### config.mk
export PLATFORM = sky130hd
export DESIGN_NAME = proc_control_unit
export DESIGN_NICKNAME = d
export VERILOG_FILES = /design/src/rtl/proc_control_unit.sv
export SDC_FILE = /design/constraint.sdc
export NUM_CORES = 1
export LEC_CHECK = 0
export CAP_MARGIN = 5
export CORE_ASPECT_RATIO = 0.8
export CORE_MARGIN = 5
export CORE_UTILIZATION = 35
export DETAILED_ROUTE_END_ITERATION = 10
export PLACE_DENSITY = 0.69
export SLEW_MARGIN = 20
export SYNTH_ARGS = -nofsm -noshare
export SYNTH_HDL_FRONTEND = slang
export SYNTH_SLANG_ARGS = --single-unit
### constraint.sdc
create_clock -name clk -period 1.7 [get_ports clk]
set_clock_uncertainty 0.15 [all_clocks]
set_input_delay 0.17 -clock clk [delete_from_list [all_inputs] [get_ports clk]]
set_output_delay 0.17 -clock clk [all_outputs]
set_load 0.02 [all_outputs]
### src/rtl/proc_control_unit.sv
`default_nettype none
// ============================================================================
// Module   : proc_control_unit
// Brief    : Four-step (T0-T3) control sequencer for a simple 9-bit-instruction
//            processor: mv, mvi, add, sub, mul, shift; flags undefined opcodes.
// Revision : 1.0 - initial release
// ============================================================================
module proc_control_unit (
    input  logic        clk,
    input  logic        rst,
    input  logic        run,
    input  logic [8:0]  din,
    output logic [8:0]  ir,
    output logic [3:0]  bus_sel,
    output logic [7:0]  r_in,
    output logic        a_in,
    output logic        g_in,
    output logic [2:0]  alu_op,
    output logic        done,
    output logic        busy,
    output logic        illegal,
    output logic [15:0] icount
);

    typedef enum logic [1:0] {
        T0 = 2'd0,
        T1 = 2'd1,
        T2 = 2'd2,
        T3 = 2'd3
    } state_t;

    localparam logic [2:0] c_OP_MV    = 3'b000;
    localparam logic [2:0] c_OP_MVI   = 3'b001;
    localparam logic [2:0] c_OP_ADD   = 3'b010;
    localparam logic [2:0] c_OP_SUB   = 3'b011;
    localparam logic [2:0] c_OP_MUL   = 3'b100;
    localparam logic [2:0] c_OP_SHIFT = 3'b101;

    localparam logic [3:0] c_SEL_G    = 4'b1000;
    localparam logic [3:0] c_SEL_IMM  = 4'b1001;
    localparam logic [3:0] c_SEL_IDLE = 4'b1111;

    state_t      r_state;
    state_t      w_next;
    logic [8:0]  r_ir;
    logic [15:0] r_icount;

    logic [2:0]  w_op;
    logic [2:0]  w_rx;
    logic [2:0]  w_ry;
    logic [7:0]  w_rx_onehot;

    assign w_op        = r_ir[8:6];
    assign w_rx        = r_ir[5:3];
    assign w_ry        = r_ir[2:0];
    assign w_rx_onehot = 8'b0000_0001 << w_rx;

    always_ff @(posedge clk) begin
        if (rst) begin
            r_state  <= T0;
            r_ir     <= 9'd0;
            r_icount <= 16'd0;
        end else begin
            r_state <= w_next;
            if (r_state == T0 && run)
                r_ir <= din;
            if (done && !illegal)
                r_icount <= r_icount + 16'd1;
        end
    end

    // Reset masks every output so an interrupted instruction never signals done.
    always_comb begin
        w_next  = T0;
        bus_sel = c_SEL_IDLE;
        r_in    = 8'd0;
        a_in    = 1'b0;
        g_in    = 1'b0;
        alu_op  = 3'b000;
        done    = 1'b0;
        illegal = 1'b0;
        if (!rst) begin
            case (r_state)
                T0: begin
                    w_next = run ? T1 : T0;
                end
                T1: begin
                    case (w_op)
                        c_OP_MV: begin
                            bus_sel = {1'b0, w_ry};
                            r_in    = w_rx_onehot;
                            done    = 1'b1;
                        end
                        c_OP_MVI: begin
                            bus_sel = c_SEL_IMM;
                            r_in    = w_rx_onehot;
                            done    = 1'b1;
                        end
                        c_OP_ADD, c_OP_SUB, c_OP_MUL, c_OP_SHIFT: begin
                            bus_sel = {1'b0, w_rx};
                            a_in    = 1'b1;
                            w_next  = T2;
                        end
                        default: begin
                            illegal = 1'b1;
                            done    = 1'b1;
                        end
                    endcase
                end
                T2: begin
                    bus_sel = {1'b0, w_ry};
                    g_in    = 1'b1;
                    w_next  = T3;
                    case (w_op)
                        c_OP_ADD:   alu_op = 3'b001;
                        c_OP_SUB:   alu_op = 3'b010;
                        c_OP_SHIFT: alu_op = 3'b011;
                        default:    alu_op = 3'b000;
                    endcase
                end
                T3: begin
                    bus_sel = c_SEL_G;
                    r_in    = w_rx_onehot;
                    done    = 1'b1;
                end
                default: w_next = T0;
            endcase
        end
    end

    assign busy   = (r_state != T0) && !rst;
    assign ir     = r_ir;
    assign icount = r_icount;

endmodule
`default_nettype wire

Word-level counts from Yosys, hierarchy flattened
Index checks and enable logic that the tools add are counted.

word-level totals
  output and inout port bits = 45
  memories kept = 0
  input port bits = 12
  bits in latches = 0
  register bits = 27
  RAM bits = 0
  memory bits (read-only) = 0

operators by class
  shifts and indexed selects = 1
  $lt $le $gt $ge = 0
  multiplexer cells = 23
  eq/ne operators = 8
  bitwise logic cells = 0
  reduce and logical (&&, ||, !) cells = 11
  add/sub/neg operators = 1
  div/mod/pow operators = 0
  multiply operators = 0

operators with widths
  kind                                             count
  case mux 4 bit (3 select lines)                  2
  adder 16 x 1 -> 16 bit, second input constant    1
  two-way mux 8 bit                                2
  case mux 8 bit (2 select lines)                  1
  case mux 2 bit (3 select lines)                  2
  two-way mux 1 bit                                11
  left shift 1 x 3 -> 8 bit, first input constant  1
  == test 3 x 2 -> 1 bit, second input constant    2
  == test 3 bit, second input constant             2
  two-way mux 2 bit                                3
  OR reduction 6 bit                               1
  == test 2 bit, second input constant             2
  two-way mux 4 bit                                1
  OR reduction 4 bit                               1
  == test 3 x 1 -> 1 bit, second input constant    1
  logical AND 1 bit                                3
  zero test 3 bit                                  1
  == test 2 x 1 -> 1 bit, second input constant    1
  zero test 1 bit                                  2
  zero test 2 bit                                  1
  case mux 1 bit (2 select lines)                  1
  nonzero test 2 bit                               1
  OR reduction 2 bit                               1

Longest topological paths before layout
  depth in word-level cells = 7
  gate-level depth with buffers = 6
  depth with buffers taken out = 5

Least setup slack after synthesis
No wires, ideal clock.

  kind = flip-flop to output port
  start = register r_ir[7] (netlist: ir[7])
  end = output port bus_sel[0]
  setup slack = -227 ps
  arrival = 1607 ps
  stages on the path, launching flop included = 5
  cell sequence = dfxtp_1 > clkbuf_1 > a211oi_1 > o21a_1 > o21ai_0

between the ends
  longest elaborated chain between the ends = 5
  elaborated cells between the ends (all ways) = 10
  those cells by class = eq/ne: 5; mux: 3; reduce/logical: 2

RTL lines
  element                                                         RTL line  source
  start: declaration                                              45        logic [8:0] r_ir;
  start signal: assignment                                        66        r_ir <= din;
  == test 3 bit / == test 3 x 2 -> 1 bit (equally long branches)  88        case (w_op)
  OR reduction 4 bit                                              88
  case mux 4 bit (3 select lines) *                               88
  case mux 4 bit (3 select lines) *                               83        case (r_state)
  two-way mux 4 bit *                                             82        if (!rst) begin
  end: declaration                                                14        output logic [3:0] bus_sel,

Every way passes the cells marked *; elsewhere a longest branch is shown, timed or not.

Worst setup path in the final report
  start = register r_ir[7] (netlist: ir[7])
  end = output port bus_sel[1]

The elaborated chain is that of the path after synthesis.

==> summary.md <==
| Metric | Value |
|---|---|
| Run status | `complete, but fails checks` |
| Violated checks | `negative setup slack` |
| Vias per cell | `5.00` |
| I/O Buffers | `55` |
| CTS tree | `done` |
| HP Class | `in -> reg` |
| Die width | `81.8 µm` |
| Crit path launch type | `flop` |
| Slew Limit Fails | `0` |
| DRC Markers | `0` |
| Max incr delay on CP | `0.55 ns` |
| Post-Syn Instances | `185` |
| Core Util, Final | `0.712` |
| CP bufs+invs | `1` |
| Yosys reg bits | `27` |
| Hold Fails Final Rpt | `0` |
| DIE AREA | `5510 µm²` |
| Synth warnings | `0` |
| Clock buffer depth | `2` |
| Post-synth top area share | `0.375` |
| Area Overhead vs Synth | `91.6%` |
| GP Congestion | `0.759` |
| Placed cell areas | `2300 µm²` |
| DP Cell Count | `312` |
| Max-Cap Viols | `0` |
| R2r setup slk | `-0.18 ns` |
| Grt total ovfl | `0` |
| Worst hold slack | `0.286 ns` |
| Worst-path fanout max | `3` |
| Detail Route Antenna Nets | `0` |
| Drt total wl | `4560 µm` |
| Reg clk slew, reported paths | `0.09 ns` |
| Antenna cells | `0` |
| CTS Root Cell | `clkbuf_8` |
| Leakage power | `1.18 nW` |
| Initial Util | `0.372` |
| Seq/Total Area, Yosys | `0.375` |
| Dpl hpwl | `3020 µm` |
| CTS Sinks | `27` |
| VDD IR max | `0.431 mV` |
| Critical path class | `reg -> out` |
| Syn nets | `198` |
| Area of the mapped netlist | `1440 µm²` |
| CP Capture Type | `output port` |
| Fin cells | `329` |
| Setup violations, final | `24` |
| First-pass GRT wire length | `6760 µm` |
| # IOs | `57` |
| Gr usage total | `0.156` |
| Async SR Flop Fraction | `0` |
| WL per Instance | `13.9 µm` |
| Fin nets | `288` |
| Pwr Total | `0.00147 W` |
| Fin crit period | `1.97 ns` |
| Max Fclk | `0.508 GHz` |
| Critical path depth | `5` |
| Leading area contributor after synthesis | `dfxtp_1` |
| Clk Latency, worst-skew pair | `0.27 ns` |
| Vias in the first global route | `1463` |
| Crit path max-delay family | `simple AND/OR/NAND/NOR gates` |
| Post-route cell area | `2760 µm²` |
| Post-CTS Hold Fix Bufs | `0` |
| Worst Hold Path Cells | `3` |
| Final worst slack | `-0.268 ns` |
| H-tree levels | `1` |
| Antenna violations before repair | `0` |
| Layout cells sized above 1 | `0.467` |
| Die H | `67.4 µm` |
| CTS buffer count | `3` |
| P per Cell Area | `534 nW/µm²` |
| Post-synth top flop | `dfxtp_1` |
| Drt initial violations | `64` |
| Synthesized area per cell | `7.79 µm²` |
| Row Count | `20` |
| Fin crit share | `1.16` |
| Via count | `1644` |
| CP required | `1.38 ns` |
| Pre-antenna DRT Iters | `4` |
| RSZ-0062 raised after global routing | `yes` |
| Post-synth cell types | `41` |
| Pin count of the biggest net entering global routing | `30` |
| Worst reg2reg path depth | `7` |
| CP Data Arrival Time | `1.65 ns` |
| Cell Chain, Critical Path | `or4b_4 -> mux2i_4 -> a21oi_2 -> o21ai_2 -> buf_6` |
| Number of synthesized flops with an enable pin | `0` |
| Top post-synthesis cells by area | `dfxtp_1 38%, a21oi_1 8.0%, nand2_1 7.0%` |
| Placeable Area | `3880 µm²` |
| Worst path slowest cell | `or4b_4` |
## cells in the final DEF, fill, tap and decap left out, types with 2 or more instances in the layout
cell type / netlist / layout
o21ai_2: 0 / 5
a21oi_1: 23 / 14
clkdlybuf4s50_1: 0 / 23
inv_1: 3 / 2
buf_12: 0 / 5
dlymetal6s2s_1: 0 / 6
dfxtp_1: 27 / 15
dfxtp_4: 0 / 7
nand2b_1: 4 / 3
o31ai_1: 6 / 5
nor2_1: 17 / 14
or4_4: 0 / 4
or2_2: 2 / 2
nand3_4: 0 / 2
nor3b_2: 0 / 3
nand2_1: 27 / 24
clkbuf_8: 0 / 3
nor3_2: 0 / 4
nand4_1: 3 / 3
nor2_4: 0 / 3
buf_4: 2 / 36
dfxtp_2: 0 / 5
o21a_1: 3 / 3
o21ai_0: 8 / 2
buf_6: 1 / 19
nand2_8: 0 / 2
dlygate4sd2_1: 0 / 7
a21oi_2: 0 / 9
xor2_1: 7 / 7
nand3_1: 8 / 6
## report_power, final
group	switching [W]	internal, W	total (W)
Clock	0.000198	0.000168	0.000366
Combinational	0.000223	0.000224	0.000447
Sequential	0.0000178	0.000644	0.000662
## state kept, by name, summed over array words and instances (netlist names)
register	cells
r_state	2
icount	16
ir	9
## per-stage QoR
step	TNS, ns	worst slack, ns
6_report	-3.24	-0.268
5_1_grt	-5.51	-0.346
4_1_cts	-2.27	-0.264
3_5_place_dp	-13.46	-0.572
3_3_place_gp	-13.29	-0.554
2_1_floorplan	-0.0559	-0.0280
## final timing paths
path,endpoint,from
max,bus_sel[1],ir[7]$_SDFFE_PP0P_
min,icount[2]$_SDFFE_PP0P_,rst
max reg2reg,icount[13]$_SDFFE_PP0P_,ir[7]$_SDFFE_PP0P_
min reg2reg,icount[5]$_SDFFE_PP0P_,icount[5]$_SDFFE_PP0P_
## Yosys cell counts (2+ instances only)
library cell and instances:
dfxtp_1 27, nand2_1 27, a21oi_1 23, nor2_1 17
nand3_1 8, o21ai_0 8, xor2_1 7, nor3_1 6
o31ai_1 6, clkbuf_1 5, or4_1 5, nand2b_1 4
nor3b_1 4, inv_1 3, nand4_1 3, o21a_1 3
buf_2 2, buf_4 2, nor2b_1 2, or2_2 2
## layer usage
metal	track usage	routed length, µm	vias to the layer above
li1	-	-	832
met1	0.222	2160	765
met2	0.235	2080	45
met3	0.0453	304	2
met4	0.0249	18	0
met5	0	0	-
## worst min-delay path: stages
cell	delay [ns]
dlygate4sd2_1	0.31
buf_4	0.16
nor2_1	0.04
## layout make-up
cell class / instances / area [µm²]
Multi-Input combinational cell: 143 / 1110
Tap cell: 55 / 68.8
Sequential cell: 27 / 573
Fill cell: 300 / 1120
Inverter: 3 / 11.3
Timing Repair Buffer: 97 / 956
Clock buffer: 4 / 45.0
## cell families after synthesis
family                   Yosys count  share of synthesized area
adder cells (fa/ha/maj)            1                    0.00868
flip-flops                        27                      0.375
XOR/XNOR                           8                     0.0486
AND/OR/NAND/NOR                   90                      0.333
AO/OA/AOI/OAI                     42                      0.173
other                              1                    0.00260
multiplexers                       1                    0.00694
buffers and inverters             15                     0.0521
## timing repair
action | CTS | global route
setup buffers | 4 | 9
pin swaps | 5 | 19
endpoints found under the setup margin | 36 | 35
gates resized for setup | 129 | 69
(Power assumes the default switching activity.)
